`src/rtl/i2c_seq_pkg.sv`:
```
// Shared types and constants for the I2C register sequencer.
// Register map, CTRL/status bits and response codes of the mm I2C master.
package i2c_seq_pkg;

  typedef enum logic [3:0] {
    S_IDLE,
    S_WR_DEV,
    S_WR_REG,
    S_WR_DATA,
    S_WR_CTRL,
    S_WAIT,
    S_POLL,
    S_CHECK,
    S_RD_DATA,
    S_NEXT,
    S_DONE
  } state_t;

  localparam logic [3:0] REG_DEV   = 4'h0;
  localparam logic [3:0] REG_REG   = 4'h1;
  localparam logic [3:0] REG_DATA  = 4'h2;
  localparam logic [3:0] REG_CTRL  = 4'h3;
  localparam logic [3:0] REG_RDATA = 4'h4;

  localparam int CTRL_START = 0;
  localparam int CTRL_WE    = 1;
  localparam int CTRL_DONE  = 5;
  localparam int CTRL_NACK  = 6;

  localparam logic [1:0] ERR_OK      = 2'b00;
  localparam logic [1:0] ERR_NACK    = 2'b01;
  localparam logic [1:0] ERR_TIMEOUT = 2'b10;
  localparam logic [1:0] ERR_LEN     = 2'b11;

  // CTRL word that kicks off one I2C transaction.
  function automatic logic [31:0] ctrl_word(input logic we);
    logic [31:0] w;
    w = '0;
    w[CTRL_WE] = we;
    w[CTRL_START] = 1'b1;
    return w;
  endfunction

endpackage

```
`src/rtl/i2c_seq_mm_port.sv`:
```
// Memory-mapped access port: one outstanding read or write.
// Strobe, address and data stay frozen from start until mm_ack.
module i2c_seq_mm_port
  import i2c_seq_pkg::*;
(
  input  logic        clk,
  input  logic        reset,
  input  logic        start,
  input  logic        write,
  input  logic [3:0]  addr,
  input  logic [31:0] wdata,
  output logic        done,
  output logic [7:0]  rdata,
  output logic [3:0]  mm_addr,
  output logic        mm_read,
  output logic        mm_write,
  output logic [31:0] mm_wdata,
  input  logic [31:0] mm_rdata,
  input  logic        mm_ack
);

  logic active;
  logic is_wr;
  logic unused_hi;

  // Launch an access when idle; retire it on acknowledge.
  always_ff @(posedge clk or posedge reset) begin
    if (reset) begin
      active   <= 1'b0;
      is_wr    <= 1'b0;
      mm_addr  <= '0;
      mm_wdata <= '0;
    end else if (active) begin
      if (mm_ack) active <= 1'b0;
    end else if (start) begin
      active   <= 1'b1;
      is_wr    <= write;
      mm_addr  <= addr;
      mm_wdata <= wdata;
    end
  end

  // Acks seen while nothing is outstanding fall through here.
  assign done      = active & mm_ack;
  assign mm_read   = active & ~is_wr;
  assign mm_write  = active & is_wr;
  assign rdata     = mm_rdata[7:0];
  assign unused_hi = ^mm_rdata[31:8];

endmodule

```
`src/rtl/i2c_reg_sequencer.sv`:
```
// Runs multi-byte I2C register reads/writes, one I2C
// transaction per byte, through an mm I2C master core.
module i2c_reg_sequencer
  import i2c_seq_pkg::*;
#(
  parameter  int MAX_BYTES   = 4,
  parameter  int WAIT_CYCLES = 20000,
  parameter  int POLL_LIMIT  = 16,
  localparam int LW = $clog2(MAX_BYTES + 1)
) (
  input  logic                   clk,
  input  logic                   reset,
  input  logic                   cmd_valid,
  output logic                   cmd_ready,
  input  logic                   cmd_we,
  input  logic [6:0]             cmd_dev,
  input  logic [7:0]             cmd_reg,
  input  logic [LW-1:0]          cmd_len,
  input  logic [8*MAX_BYTES-1:0] cmd_wdata,
  output logic                   rsp_done,
  output logic [1:0]             rsp_err,
  output logic [8*MAX_BYTES-1:0] rsp_rdata,
  output logic [LW-1:0]          rsp_count,
  output logic [3:0]             mm_addr,
  output logic                   mm_read,
  output logic                   mm_write,
  output logic [31:0]            mm_wdata,
  input  logic [31:0]            mm_rdata,
  input  logic                   mm_ack
);

  localparam int WW = $clog2(WAIT_CYCLES + 1);
  localparam int PW = $clog2(POLL_LIMIT + 1);
  localparam int DW = 8 * MAX_BYTES;

  state_t state, next;

  logic          c_we;
  logic [6:0]    c_dev;
  logic [7:0]    c_reg;
  logic [LW-1:0] c_len;
  logic [DW-1:0] c_wdata;
  logic [LW-1:0] idx;
  logic [PW-1:0] poll_cnt;
  logic [WW-1:0] wait_cnt;
  logic          st_done;
  logic          st_nack;

  logic          mm_start;
  logic          mm_wr;
  logic [3:0]    mm_a;
  logic [31:0]   mm_wd;
  logic          mm_done;
  logic [7:0]    mm_rd;

  logic          accept;
  logic          bad_len;
  logic          last;
  logic          poll_last;
  logic          wait_end;
  logic [7:0]    byte_reg;
  logic [7:0]    byte_wr;

  assign accept    = cmd_valid && (state == S_IDLE);
  assign bad_len   = (cmd_len == '0) || (cmd_len > LW'(MAX_BYTES));
  assign last      = (idx + LW'(1)) == c_len;
  assign poll_last = poll_cnt == PW'(POLL_LIMIT);
  assign wait_end  = wait_cnt == WW'(WAIT_CYCLES - 1);
  assign byte_reg  = c_reg + 8'(idx);
  assign byte_wr   = c_wdata[{idx, 3'b000} +: 8];

  i2c_seq_mm_port u_port (
    .clk      (clk),
    .reset    (reset),
    .start    (mm_start),
    .write    (mm_wr),
    .addr     (mm_a),
    .wdata    (mm_wd),
    .done     (mm_done),
    .rdata    (mm_rd),
    .mm_addr  (mm_addr),
    .mm_read  (mm_read),
    .mm_write (mm_write),
    .mm_wdata (mm_wdata),
    .mm_rdata (mm_rdata),
    .mm_ack   (mm_ack)
  );

  // State register.
  always_ff @(posedge clk or posedge reset) begin
    if (reset) state <= S_IDLE;
    else       state <= next;
  end

  // Next-state: access states advance on the port's done.
  always_comb begin
    next = state;
    unique case (state)
      S_IDLE:    if (cmd_valid) next = bad_len ? S_DONE : S_WR_DEV;
      S_WR_DEV:  if (mm_done) next = S_WR_REG;
      S_WR_REG:  if (mm_done) next = c_we ? S_WR_DATA : S_WR_CTRL;
      S_WR_DATA: if (mm_done) next = S_WR_CTRL;
      S_WR_CTRL: if (mm_done) next = S_POLL;
      S_POLL:    if (mm_done) next = S_CHECK;
      S_CHECK: begin
        if (st_nack)        next = S_DONE;
        else if (st_done)   next = c_we ? S_NEXT : S_RD_DATA;
        else if (poll_last) next = S_DONE;
        else                next = S_WAIT;
      end
      S_WAIT:    if (wait_end) next = S_POLL;
      S_RD_DATA: if (mm_done) next = S_NEXT;
      S_NEXT:    next = last ? S_DONE : S_WR_DEV;
      S_DONE:    next = S_IDLE;
      default:   next = S_IDLE;
    endcase
  end

  // Outputs: request to the mm port and handshake flags.
  always_comb begin
    mm_start  = 1'b0;
    mm_wr     = 1'b1;
    mm_a      = REG_DEV;
    mm_wd     = '0;
    cmd_ready = (state == S_IDLE);
    rsp_done  = (state == S_DONE);
    unique case (state)
      S_WR_DEV: begin
        mm_start = 1'b1;
        mm_a     = REG_DEV;
        mm_wd    = {25'd0, c_dev};
      end
      S_WR_REG: begin
        mm_start = 1'b1;
        mm_a     = REG_REG;
        mm_wd    = {24'd0, byte_reg};
      end
      S_WR_DATA: begin
        mm_start = 1'b1;
        mm_a     = REG_DATA;
        mm_wd    = {24'd0, byte_wr};
      end
      S_WR_CTRL: begin
        mm_start = 1'b1;
        mm_a     = REG_CTRL;
        mm_wd    = ctrl_word(c_we);
      end
      S_POLL: begin
        mm_start = 1'b1;
        mm_wr    = 1'b0;
        mm_a     = REG_CTRL;
      end
      S_RD_DATA: begin
        mm_start = 1'b1;
        mm_wr    = 1'b0;
        mm_a     = REG_RDATA;
      end
      default: ;
    endcase
  end

  // Command capture, byte/poll/wait counters and response fields.
  always_ff @(posedge clk or posedge reset) begin
    if (reset) begin
      c_we      <= 1'b0;
      c_dev     <= '0;
      c_reg     <= '0;
      c_len     <= '0;
      c_wdata   <= '0;
      idx       <= '0;
      poll_cnt  <= '0;
      wait_cnt  <= '0;
      st_done   <= 1'b0;
      st_nack   <= 1'b0;
      rsp_err   <= ERR_OK;
      rsp_rdata <= '0;
      rsp_count <= '0;
    end else begin
      if (accept) begin
        c_we      <= cmd_we;
        c_dev     <= cmd_dev;
        c_reg     <= cmd_reg;
        c_len     <= cmd_len;
        c_wdata   <= cmd_wdata;
        idx       <= '0;
        rsp_err   <= bad_len ? ERR_LEN : ERR_OK;
        rsp_rdata <= '0;
        rsp_count <= '0;
      end
      if (state == S_WR_CTRL) poll_cnt <= '0;
      if (state == S_POLL && mm_done) begin
        poll_cnt <= poll_cnt + PW'(1);
        st_done  <= mm_rd[CTRL_DONE];
        st_nack  <= mm_rd[CTRL_NACK];
      end
      if (state == S_CHECK) begin
        wait_cnt <= '0;
        if (st_nack) rsp_err <= ERR_NACK;
        else if (!st_done && poll_last) rsp_err <= ERR_TIMEOUT;
      end
      if (state == S_WAIT) wait_cnt <= wait_cnt + WW'(1);
      if (state == S_RD_DATA && mm_done)
        rsp_rdata[{idx, 3'b000} +: 8] <= mm_rd;
      if (state == S_NEXT) begin
        idx       <= idx + LW'(1);
        rsp_count <= rsp_count + LW'(1);
      end
    end
  end

endmodule

```
`config.mk`:
```
export PLATFORM = sky130hd
export DESIGN_NAME = i2c_reg_sequencer
export DESIGN_NICKNAME = d
export VERILOG_FILES = /design/src/rtl/i2c_seq_pkg.sv /design/src/rtl/i2c_seq_mm_port.sv /design/src/rtl/i2c_reg_sequencer.sv
export SDC_FILE = /design/constraint.sdc
export NUM_CORES = 1
export LEC_CHECK = 0
export CORE_MARGIN = 2
export CORE_UTILIZATION = 50
export CTS_CLUSTER_DIAMETER = 30
export DETAILED_ROUTE_END_ITERATION = 7
export PLACE_DENSITY = 0.92
export SETUP_SLACK_MARGIN = 0.1
export SYNTH_ARGS = -nofsm -noshare
export SYNTH_HDL_FRONTEND = slang
export SYNTH_SLANG_ARGS = --single-unit
```
`constraint.sdc`:
```
create_clock -name clk -period 5.4 [get_ports clk]
set_input_delay 1.08 -clock clk [delete_from_list [all_inputs] [get_ports clk]]
set_output_delay 1.08 -clock clk [all_outputs]
set_load 0.1 [all_outputs]
```
==> results of run 1 <==
layout by cell type, fill, tap and decap left out, types with 6 or more instances in the layout:
cell type	n
clkinvlp_4	6
o21ai_2	8
nand2b_1	6
o21ai_1	8
inv_1	20
mux4_2	8
xor2_1	10
dfrtp_1	130
conb_1	25
nor2b_1	9
ha_1	10
nand3_1	29
xnor2_1	7
and3_1	9
nor2_1	24
a21oi_1	14
mux2i_1	9
clkbuf_16	17
clkdlybuf4s50_1	114
mux2_2	6
buf_4	6
o21ai_0	51
nand2_1	229
o22ai_1	6
cell type report:
type	instances	area, um^2	share of cell area
sequential	130	3250	0.386
multi-input combinational	545	3100	0.368
timing repair buffer	120	1190	0.141
clock buffer	22	484	0.0575
tap	176	220	0.0261
clock inverter	10	101	0.0120
inverter	21	81.3	0.00965
power groups by stage:
stage          clock, W  sequential, W  combinational [W]
2_1_floorplan         0        0.00190            0.00125
3_3_place_gp          0        0.00156            0.00203
3_5_place_dp          0        0.00157            0.00208
4_1_cts         0.00113        0.00156            0.00210
5_1_grt         0.00118        0.00161            0.00227
6_report        0.00112        0.00157            0.00210
per-stage QoR:
step	std cells	area (um^2)	total power (W)
after global routing	1024	8430	0.00506
after detailed placement	992	7840	0.00366
after global placement	992	7840	0.00359
final	1024	8430	0.00479
after CTS	1024	8430	0.00479
after floorplan	757	6780	0.00316
routing by layer:
layer / vias to the layer above / share of wire
met5: - / 0
met4: 0 / 0.026
met3: 38 / 0.054
met2: 168 / 0.49
met1: 2657 / 0.43
li1: 2646 / -
cell families (layout without fill, tap and decap cells):
logic type                 after synthesis  after routing  share of synthesized area
and+or+nand+nor                        346            346                      0.236
DFF                                    130            130                      0.486
AOI/OAI and AO/OA                      122            122                      0.116
buffers and inverters                   82            173                     0.0638
muxes                                   23             23                     0.0505
xor gates and xnor gates                18             18                     0.0256
adders and majority gates               11             11                     0.0217
other                                    1             25                   0.000561
how the worst max path moves through the flow:
stage	from	to	slack, ps	cells after the start
after CTS	state[2]$_DFFE_PP0P_	cmd_ready	1290	4
after global routing	state[2]$_DFFE_PP0P_	cmd_ready	1160	4
after global placement	state[2]$_DFFE_PP0P_	cmd_ready	1790	4
final	state[2]$_DFFE_PP0P_	cmd_ready	1250	4
after floorplan	reset	c_dev[0]$_DFFE_PP0N_	850	1
after detailed placement	state[2]$_DFFE_PP0P_	cmd_ready	1770	4
worst register-to-register path: stages (launching register included):
cell and delay [ps]:
dfrtp_1 680, nor2_1 440, nand2_1 160, inv_1 190, and2_2 830, nor2_1 260
o21ai_0 240, o21ai_0 120
==> metrics.md, run 1 <==
| Metric | Value |
|---|---|
| Detailed Route Iter0 Violations | 381 |
| Final setup viols | 0 |
| Synth cell types | 64 |
| CTS clk-pin slew, worst paths | 60 ps |
| Number of synthesized flops with an enable pin | 0 |
| Vias | 5509 |
| Drt drc | 0 |
| CTS HTree Levels | 4 |
| Pre-antenna DRT Iters | 5 |
| CTS root buffer | clkbuf_16 |
| Pre-CTS setup slack | 1770 ps |
| Min Tclk post-route | 4150 ps |
| Final Hold Viols | 0 |
| F_max | 241 MHz |
| Post-CTS resize count | 0 |
| Fillers | 1058 |
| Post-synth top flop | dfrtp_1 |
| P_leak | 3.82 nW |
| IO Count | 164 |
| Share of cells above drive strength 1 | 0.0884 |
| Total negative slack | 0 ps |
| Hold Crit Start | c_wdata[19]$_DFFE_PP0N_ |
| Worst VDD drop | 0.357 mV |
| Power per standard cell area | 569 nW/um^2 |
| Routed wire per std cell | 16.0 um |
| Crit path DAT | 3070 ps |
| Slew Limit Fails | 0 |
| Syn Area/Cell | 9.12 um^2 |
| Seq pwr share | 0.328 |
| Critical Path End Type | primary output |
| Gr busiest metal | met2 |
| Reg2Reg Depth | 7 |
| Final period utilization | 0.768 |
| Top post-synthesis cells by count | 230 x nand2_1, 130 x dfrtp_1, 51 x o21ai_0 |
| # clock sinks | 130 |
| Internal Pwr Total | 0.00263 W |
| Clock Latency Late Sink | 430 ps |
| Pin count of the biggest net entering global routing | 63 |
| Clock share of power | 0.233 |
| Final-stage net count | 933 |
| Combinational fraction of design power | 0.438 |
| Met3 usage | 0.0523 |
| HPWL Detailed | 11400 um |
| Core area | 13100 um^2 |
| Final wirelength | 16400 um |
| Maxcap violations | 0 |
| CP max-delay cell | clkdlybuf4s50_1 |
| Flop2flop setup slack | 2340 ps |
| CP required | 4320 ps |
| Hold_ws | 471 ps |
| GR Layer Usage met2 | 0.393 |
| Global-route wire length before repair | 26600 um |
| Worst Setup Slack, final | 1250 ps |
| Routed vias/inst | 5.38 |
| Top Family by Delay on Critical Path | buffers and inverters |
| Die span in x | 120 um |
| Worst-Margin Slew | 1030 ps |
| Startpoint types | register |
| Gpl congestion | 0.886 |
| Async set-reset flop share out of synthesis | 1.00 |
| FF-to-FF Start | state[2]$_DFFE_PP0P_ |
| # port buffers | 114 |
| Yosys reg bits | 130 |
| Syn Inst Count | 733 |
| Clock Path Buffers | 2 |
| Number of CTS-inserted buffers | 17 |
| Die ar. | 14300 um^2 |
| Mapped cell area | 6690 um^2 |
| Min-Delay Endpoint | c_wdata[19]$_DFFE_PP0N_ |
| Clock skew | 8.24 ps |
| GRT met1 Usage | 0.304 |
| Final ANT Viol Nets | 0 |
| GRT overflow | 0 |
| Count leader, synth | nand2_1 |
| Reg2reg end | idx[2]$_DFFE_PP0P_ |
| Top Registers | c_wdata (32), rsp_rdata (32), wait_cnt (15) |
| Top post-synthesis cells by area | dfrtp_1 49%, nand2_1 13%, o21ai_0 3.8%, buf_4 2.8%, mux4_2 2.7% |
| Starting density of the core | 0.509 |
| Net Sw Power | 0.00216 W |
| Worst path cell trace | nor2_1 > nand2_1 > inv_1 > clkdlybuf4s50_1 |
| WHS Path Cells | 2 |
| Worst path bufs/invs | 2 |
| Relative slew slack | 0.313 |
| Core Rows | 42 |
| Initial antenna violation count | 0 |
| Antenna Cells | 0 |
| Hold WC Path Type | reg2reg |
| RSZ-0062 raised after global routing | false |
| # hold bufs at CTS | 0 |
| GR Util All Layers | 0.238 |
| Util after Layout | 0.642 |
| Switching share of power | 0.451 |
| Die height | 120 um |
| Postcts setup bufs | 0 |
| Status | complete, no violations |
| Area grow syn2layout | 26.0% |
| Worst Setup Path Type | reg2out |
| Vias in the first global route | 5382 |
| Ys Warns | 0 |
| Critical path's largest stage delay | 1170 ps |
| Leading area contributor after synthesis | dfrtp_1 |
| Post-synth top area share | 0.486 |
| Register area share after synthesis | 0.486 |
| Crit-path max FO | 30 |
| CTS tree | built |
Note: power is estimated with default switching activity, not from simulation.
==> inputs of run 2 (changes only) <==
--- a/config.mk
+++ b/config.mk
@@ -6,10 +6,10 @@
 export NUM_CORES = 1
 export LEC_CHECK = 0
 export CORE_MARGIN = 2
-export CORE_UTILIZATION = 50
+export CORE_UTILIZATION = 45
 export CTS_CLUSTER_DIAMETER = 30
 export DETAILED_ROUTE_END_ITERATION = 7
-export PLACE_DENSITY = 0.92
+export PLACE_DENSITY = 0.88
 export SETUP_SLACK_MARGIN = 0.1
 export SYNTH_ARGS = -nofsm -noshare
 export SYNTH_HDL_FRONTEND = slang
==> constraint.sdc (replaced) <==
create_clock -name clk -period 3.8 [get_ports clk]
set_input_delay 0.76 -clock clk [delete_from_list [all_inputs] [get_ports clk]]
set_output_delay 0.76 -clock clk [all_outputs]
set_load 0.1 [all_outputs]
==> run 2 against run 1 <==
  * Critical path depth is the same
  * Largest cell class unchanged
  * Count of clock-buffer cells in the layout rose by 2
  * Highest routed layer unchanged
  * Flip-flop and latch count stayed put
  * Largest power group unchanged
  * Critical path type unchanged
==> metrics.md, run 2 (same netlist as run 1, synthesis figures left out) <==
| Metric | Value |
|---|---|
| CTS clk-pin slew, worst paths | 60 ps |
| F_max | 330 MHz |
| Die ar. | 15900 um^2 |
| Clock Latency Late Sink | 430 ps |
| Starting density of the core | 0.460 |
| P_leak | 3.87 nW |
| Share of cells above drive strength 1 | 0.0940 |
| Crit path DAT | 2270 ps |
| Die height | 126 um |
| Pre-antenna DRT Iters | 5 |
| Area grow syn2layout | 27.1% |
| WHS Path Cells | 2 |
| Flop2flop setup slack | 1130 ps |
| Power per standard cell area | 806 nW/um^2 |
| Hold_ws | 474 ps |
| FF-to-FF Start | idx[1]$_DFFE_PP0P_ |
| Final Hold Viols | 0 |
| Final-stage net count | 936 |
| # clock sinks | 130 |
| Worst path depth | 4 |
| Crit-path max FO | 30 |
| Reg2Reg Depth | 7 |
| Reg2reg end | rsp_rdata[18]$_DFF_PP0_ |
| Maxcap violations | 0 |
| Hold Crit Start | c_wdata[19]$_DFFE_PP0N_ |
| Vias | 5507 |
| Worst VDD drop | 0.502 mV |
| # port buffers | 114 |
| Critical path's largest stage delay | 710 ps |
| Routed vias/inst | 5.32 |
| Detailed Route Iter0 Violations | 512 |
| Hold WC Path Type | reg2reg |
| Commonest non-fill, non-tap cell in the layout | nand2_1 |
| Startpoint types | register |
| CP required | 3040 ps |
| Relative slew slack | 0.311 |
| Core area | 14500 um^2 |
| Global-route wire length before repair | 26800 um |
| CTS tree | built |
| CTS HTree Levels | 4 |
| Gpl congestion | 0.880 |
| Drt drc | 0 |
| Top Registers | c_wdata (32), rsp_rdata (32), wait_cnt (15) |
| Most frequent cells in the layout | 229 x nand2_1, 130 x dfrtp_1, 110 x clkdlybuf4s50_1 |
| Core Rows | 44 |
| Worst-Margin Slew | 1030 ps |
| Min Tclk post-route | 3030 ps |
| Pin count of the biggest net entering global routing | 55 |
| Slew Limit Fails | 0 |
| HPWL Detailed | 11200 um |
| RSZ-0062 raised after global routing | false |
| Final setup viols | 0 |
| Status | complete, no violations |
| CTS root buffer | clkbuf_16 |
| Top Family by Delay on Critical Path | flip-flops |
| Die span in x | 126 um |
| GRT overflow | 0 |
| GR Util All Layers | 0.212 |
| Min-Delay Endpoint | c_wdata[19]$_DFFE_PP0N_ |
| Final period utilization | 0.796 |
| Routed wire per std cell | 15.4 um |
| Critical Path End Type | primary output |
| Initial antenna violation count | 0 |
| Clock Path Buffers | 2 |
| Total negative slack | 0 ps |
| CP max-delay cell | dfrtp_1 |
| Postcts setup bufs | 0 |
| # hold bufs at CTS | 0 |
| Multi-input gate area | 3100 um^2 |
| Register Area | 3250 um^2 |
| Final wirelength | 16000 um |
| Vias in the first global route | 5354 |
| Fillers | 1219 |
| Antenna Cells | 0 |
| Worst Setup Path Type | reg2out |
| Final ANT Viol Nets | 0 |
| Post-CTS resize count | 0 |
| IO Count | 164 |
| Number of CTS-inserted buffers | 17 |
| Worst path bufs/invs | 2 |
| Worst path cell trace | nor2_1 > nand2_1 > inv_1 > buf_4 |
| Clock skew | 10.3 ps |
[run 2: cell types whose count changed in the layout (fill, tap and decap cells not counted), moves of 2 or more]
cell,change
clkbuf_1,+2
clkinvlp_4,-2
buf_12,+3
clkinv_2,+2
clkdlybuf4s50_1,-4
buf_4,+4
[run 2: worst max-delay path by stage]
stage | startpoint | endpoint | slack, ps
after detailed placement | mm_ack | rsp_rdata[18]$_DFF_PP0_ | 1090
after global routing | state[2]$_DFFE_PP0P_ | cmd_ready | 630
after CTS | state[2]$_DFFE_PP0P_ | cmd_ready | 830
after floorplan | u_port.active$_DFF_PP0_ | mm_read | 1040
after global placement | mm_ack | rsp_rdata[16]$_DFF_PP0_ | 1120
final | state[2]$_DFFE_PP0P_ | cmd_ready | 770
[run 2: power breakdown]
part           total, W  internal (W)  switching, W  leakage, nW
sequential      0.00225       0.00180      0.000452         1.71
clock           0.00163       0.00103      0.000594        0.282
combinational   0.00297      0.000979       0.00199         1.87
total           0.00685       0.00381       0.00304         3.87
[run 2: per-layer routing]
metal	up-vias	wire (um)	GRT usage
li1	2656	-	-
met1	2628	6970	0.289
met2	190	7600	0.328
met3	33	1050	0.0565
met4	0	369	0.0763
met5	-	0	0
[run 2: through the flow]
stage                     setup slack [ps]  instances  cell area [um^2]   util  power [W]
after floorplan                       1040        757              6780      -    0.00449
after global placement                1120       1003              7900  0.544    0.00513
after detailed placement              1090       1003              7900  0.544    0.00521
after CTS                              827       1035              8500  0.585    0.00686
after global routing                   630       1035              8500  0.585    0.00725
final                                  774       1035              8500  0.585    0.00685
[run 2: cell type report]
class	count	area share
sequential	130	0.383
multi-input combinational	545	0.365
timing repair buffer	123	0.145
clock buffer	24	0.0579
tap	184	0.0271
clock inverter	8	0.0119
inverter	21	0.00972
[run 2: worst register-to-register path: cells and delay by family (launching register included)]
family | cells | cell delay (ps)
buffers and inverters | 1 | 230
AND/OR/NAND/NOR | 2 | 580
adder cells (fa/ha/maj) | 2 | 570
flip-flops | 1 | 710
AO/OA/AOI/OAI | 2 | 450
==> inputs of run 3 (changes only) <==
--- a/config.mk
+++ b/config.mk
@@ -6,10 +6,10 @@
 export NUM_CORES = 1
 export LEC_CHECK = 0
 export CORE_MARGIN = 2
-export CORE_UTILIZATION = 45
+export CORE_UTILIZATION = 50
 export CTS_CLUSTER_DIAMETER = 30
 export DETAILED_ROUTE_END_ITERATION = 7
-export PLACE_DENSITY = 0.88
+export PLACE_DENSITY = 0.92
 export SETUP_SLACK_MARGIN = 0.1
 export SYNTH_ARGS = -nofsm -noshare
 export SYNTH_HDL_FRONTEND = slang
==> constraint.sdc (replaced) <==
create_clock -name clk -period 2.9 [get_ports clk]
set_input_delay 0.58 -clock clk [delete_from_list [all_inputs] [get_ports clk]]
set_output_delay 0.58 -clock clk [all_outputs]
set_load 0.1 [all_outputs]
==> run 3 against run 2 <==
  * Flip-flop and latch count unchanged
  * Cell area shrank 0.88%
  * Worst setup slack lost 420 ps
  * Die area shrank 9.7%
  * Sequential power is 27% higher
  * Clock skew fell by 2.6 ps
  * Routed wire length is 4.3% higher
  * Critical path depth unchanged
  * Clock power increased by 30%
  * Global-route usage grew 2.9 points
  * Combinational power grew 38%
  * Largest cell class unchanged
  * Largest power group unchanged
==> metrics.md, run 3 (same netlist as run 1, synthesis figures left out) <==
| Metric | Value |
|---|---|
| F_max | 392 MHz |
| Antenna Cells | 0 |
| Crit-path max FO | 18 |
| Top Registers | c_wdata (32), rsp_rdata (32), wait_cnt (15) |
| Detailed Route Iter0 Violations | 499 |
| Worst Setup Slack, final | 352 ps |
| GRT overflow | 0 |
| Total negative slack | 0 ps |
| GR Util All Layers | 0.241 |
| Number of CTS-inserted buffers | 17 |
| Die span in x | 120 um |
| Slew Limit Fails | 0 |
| Core area | 13100 um^2 |
| Hold WC Path Type | reg2reg |
| Final wirelength | 16700 um |
| Final setup viols | 0 |
| Worst VDD drop | 0.647 mV |
| Most frequent cells in the layout | 229 x nand2_1, 130 x dfrtp_1, 62 x clkdlybuf4s50_1 |
| Die height | 120 um |
| Pre-antenna DRT Iters | 5 |
| Commonest non-fill, non-tap cell in the layout | nand2_1 |
| P_leak | 3.99 nW |
| Startpoint types | register |
| CTS clk-pin slew, worst paths | 60 ps |
| Reg2Reg Depth | 7 |
| Power Total | 0.00908 W |
| Post-CTS resize count | 0 |
| Final-stage net count | 941 |
| WHS Path Cells | 2 |
| Relative slew slack | 0.522 |
| Vias in the first global route | 5462 |
| Core Rows | 42 |
| Final ANT Viol Nets | 0 |
| CTS tree | built |
| Power per standard cell area | 1080 nW/um^2 |
| CP required | 2320 ps |
| RSZ-0062 raised after global routing | false |
| Worst-Margin Slew | 716 ps |
| Routed wire per std cell | 16.2 um |
| Routed vias/inst | 5.48 |
| Critical Path End Type | primary output |
| Initial antenna violation count | 0 |
| Final period utilization | 0.879 |
| # port buffers | 114 |
| Maxcap violations | 0 |
| Share of cells above drive strength 1 | 0.158 |
| Pin count of the biggest net entering global routing | 131 |
| Fillers | 1011 |
| Vias | 5648 |
| HPWL Detailed | 11400 um |
| Util after Layout | 0.641 |
| Starting density of the core | 0.509 |
| Clock Latency Late Sink | 410 ps |
| CTS HTree Levels | 4 |
| Clock skew | 7.70 ps |
| Area grow syn2layout | 25.9% |
| Pre-CTS setup slack | 359 ps |
| # hold bufs at CTS | 0 |
| IO Count | 164 |
| Postcts setup bufs | 0 |
| Clock Path Buffers | 2 |
| Worst Setup Path Type | reg2out |
| CTS root buffer | clkbuf_16 |
| Crit path DAT | 1970 ps |
| Final Hold Viols | 0 |
| Gpl congestion | 0.848 |
| Global-route wire length before repair | 27100 um |
| # clock sinks | 130 |
| Die ar. | 14300 um^2 |
| Drt drc | 0 |
| Status | complete, no violations |
| Min Tclk post-route | 2550 ps |
[run 3: cell count changes in the layout (fill, tap and decap cells not counted), sizes merged]
cell           delta
clkbuf            -5
buf              +53
clkinv            +2
clkdlybuf4s50    -48
inv               +2
[run 3: path summary, 6_finish.rpt]
check	startpoint	to	slack [ps]
max in group asynchronous	reset	rsp_rdata[6]$_DFF_PP0_	1660
worst min-delay path	c_wdata[14]$_DFFE_PP0N_	c_wdata[14]$_DFFE_PP0N_	470
worst max-delay path	state[2]$_DFFE_PP0P_	cmd_ready	350
worst min register to register	c_wdata[14]$_DFFE_PP0N_	c_wdata[14]$_DFFE_PP0N_	470
worst max register to register	idx[0]$_DFFE_PP0P_	rsp_rdata[18]$_DFF_PP0_	480
min in group asynchronous	reset	c_dev[4]$_DFFE_PP0N_	710
[run 3: worst max-delay path, cell delays in order (launching register included)]
cell and delay, ps:
dfrtp_1 570, nor2_1 370, nand2_1 170, inv_1 230, buf_12 210
[run 3: cell type report]
cell class / count / area, um^2 / share of cell area
sequential: 130 / 3250 / 0.386
multi-input combinational: 545 / 3100 / 0.368
clock buffer: 19 / 453 / 0.0538
clock inverter: 12 / 133 / 0.0157
timing repair buffer: 128 / 1180 / 0.140
tap: 176 / 220 / 0.0261
inverter: 21 / 82.6 / 0.00981
[run 3: through the flow]
stage               area, um^2  hold WS, ps  instances
detailed placement        7840          461       1000
global placement          7840          455       1000
finish                    8420          475       1031
global route              8420          494       1031
CTS                       8420          476       1031
floorplan                 6780          438        757
[run 3: power by group]
group / switching (W) / internal [W] / total [W]
Combinational: 0.00277 / 0.00132 / 0.00410
Clock: 0.000810 / 0.00131 / 0.00212
Sequential: 0.000495 / 0.00236 / 0.00286
Total: 0.00408 / 0.00500 / 0.00908
[run 3: metal layers]
layer | share of wire | vias to the layer above | wire (um) | track usage
met5 | 0 | - | 0 | 0
met4 | 0.036 | 0 | 598 | 0.105
met3 | 0.061 | 55 | 1020 | 0.0575
met2 | 0.48 | 237 | 8070 | 0.379
met1 | 0.42 | 2707 | 6980 | 0.319
li1 | - | 2649 | - | -
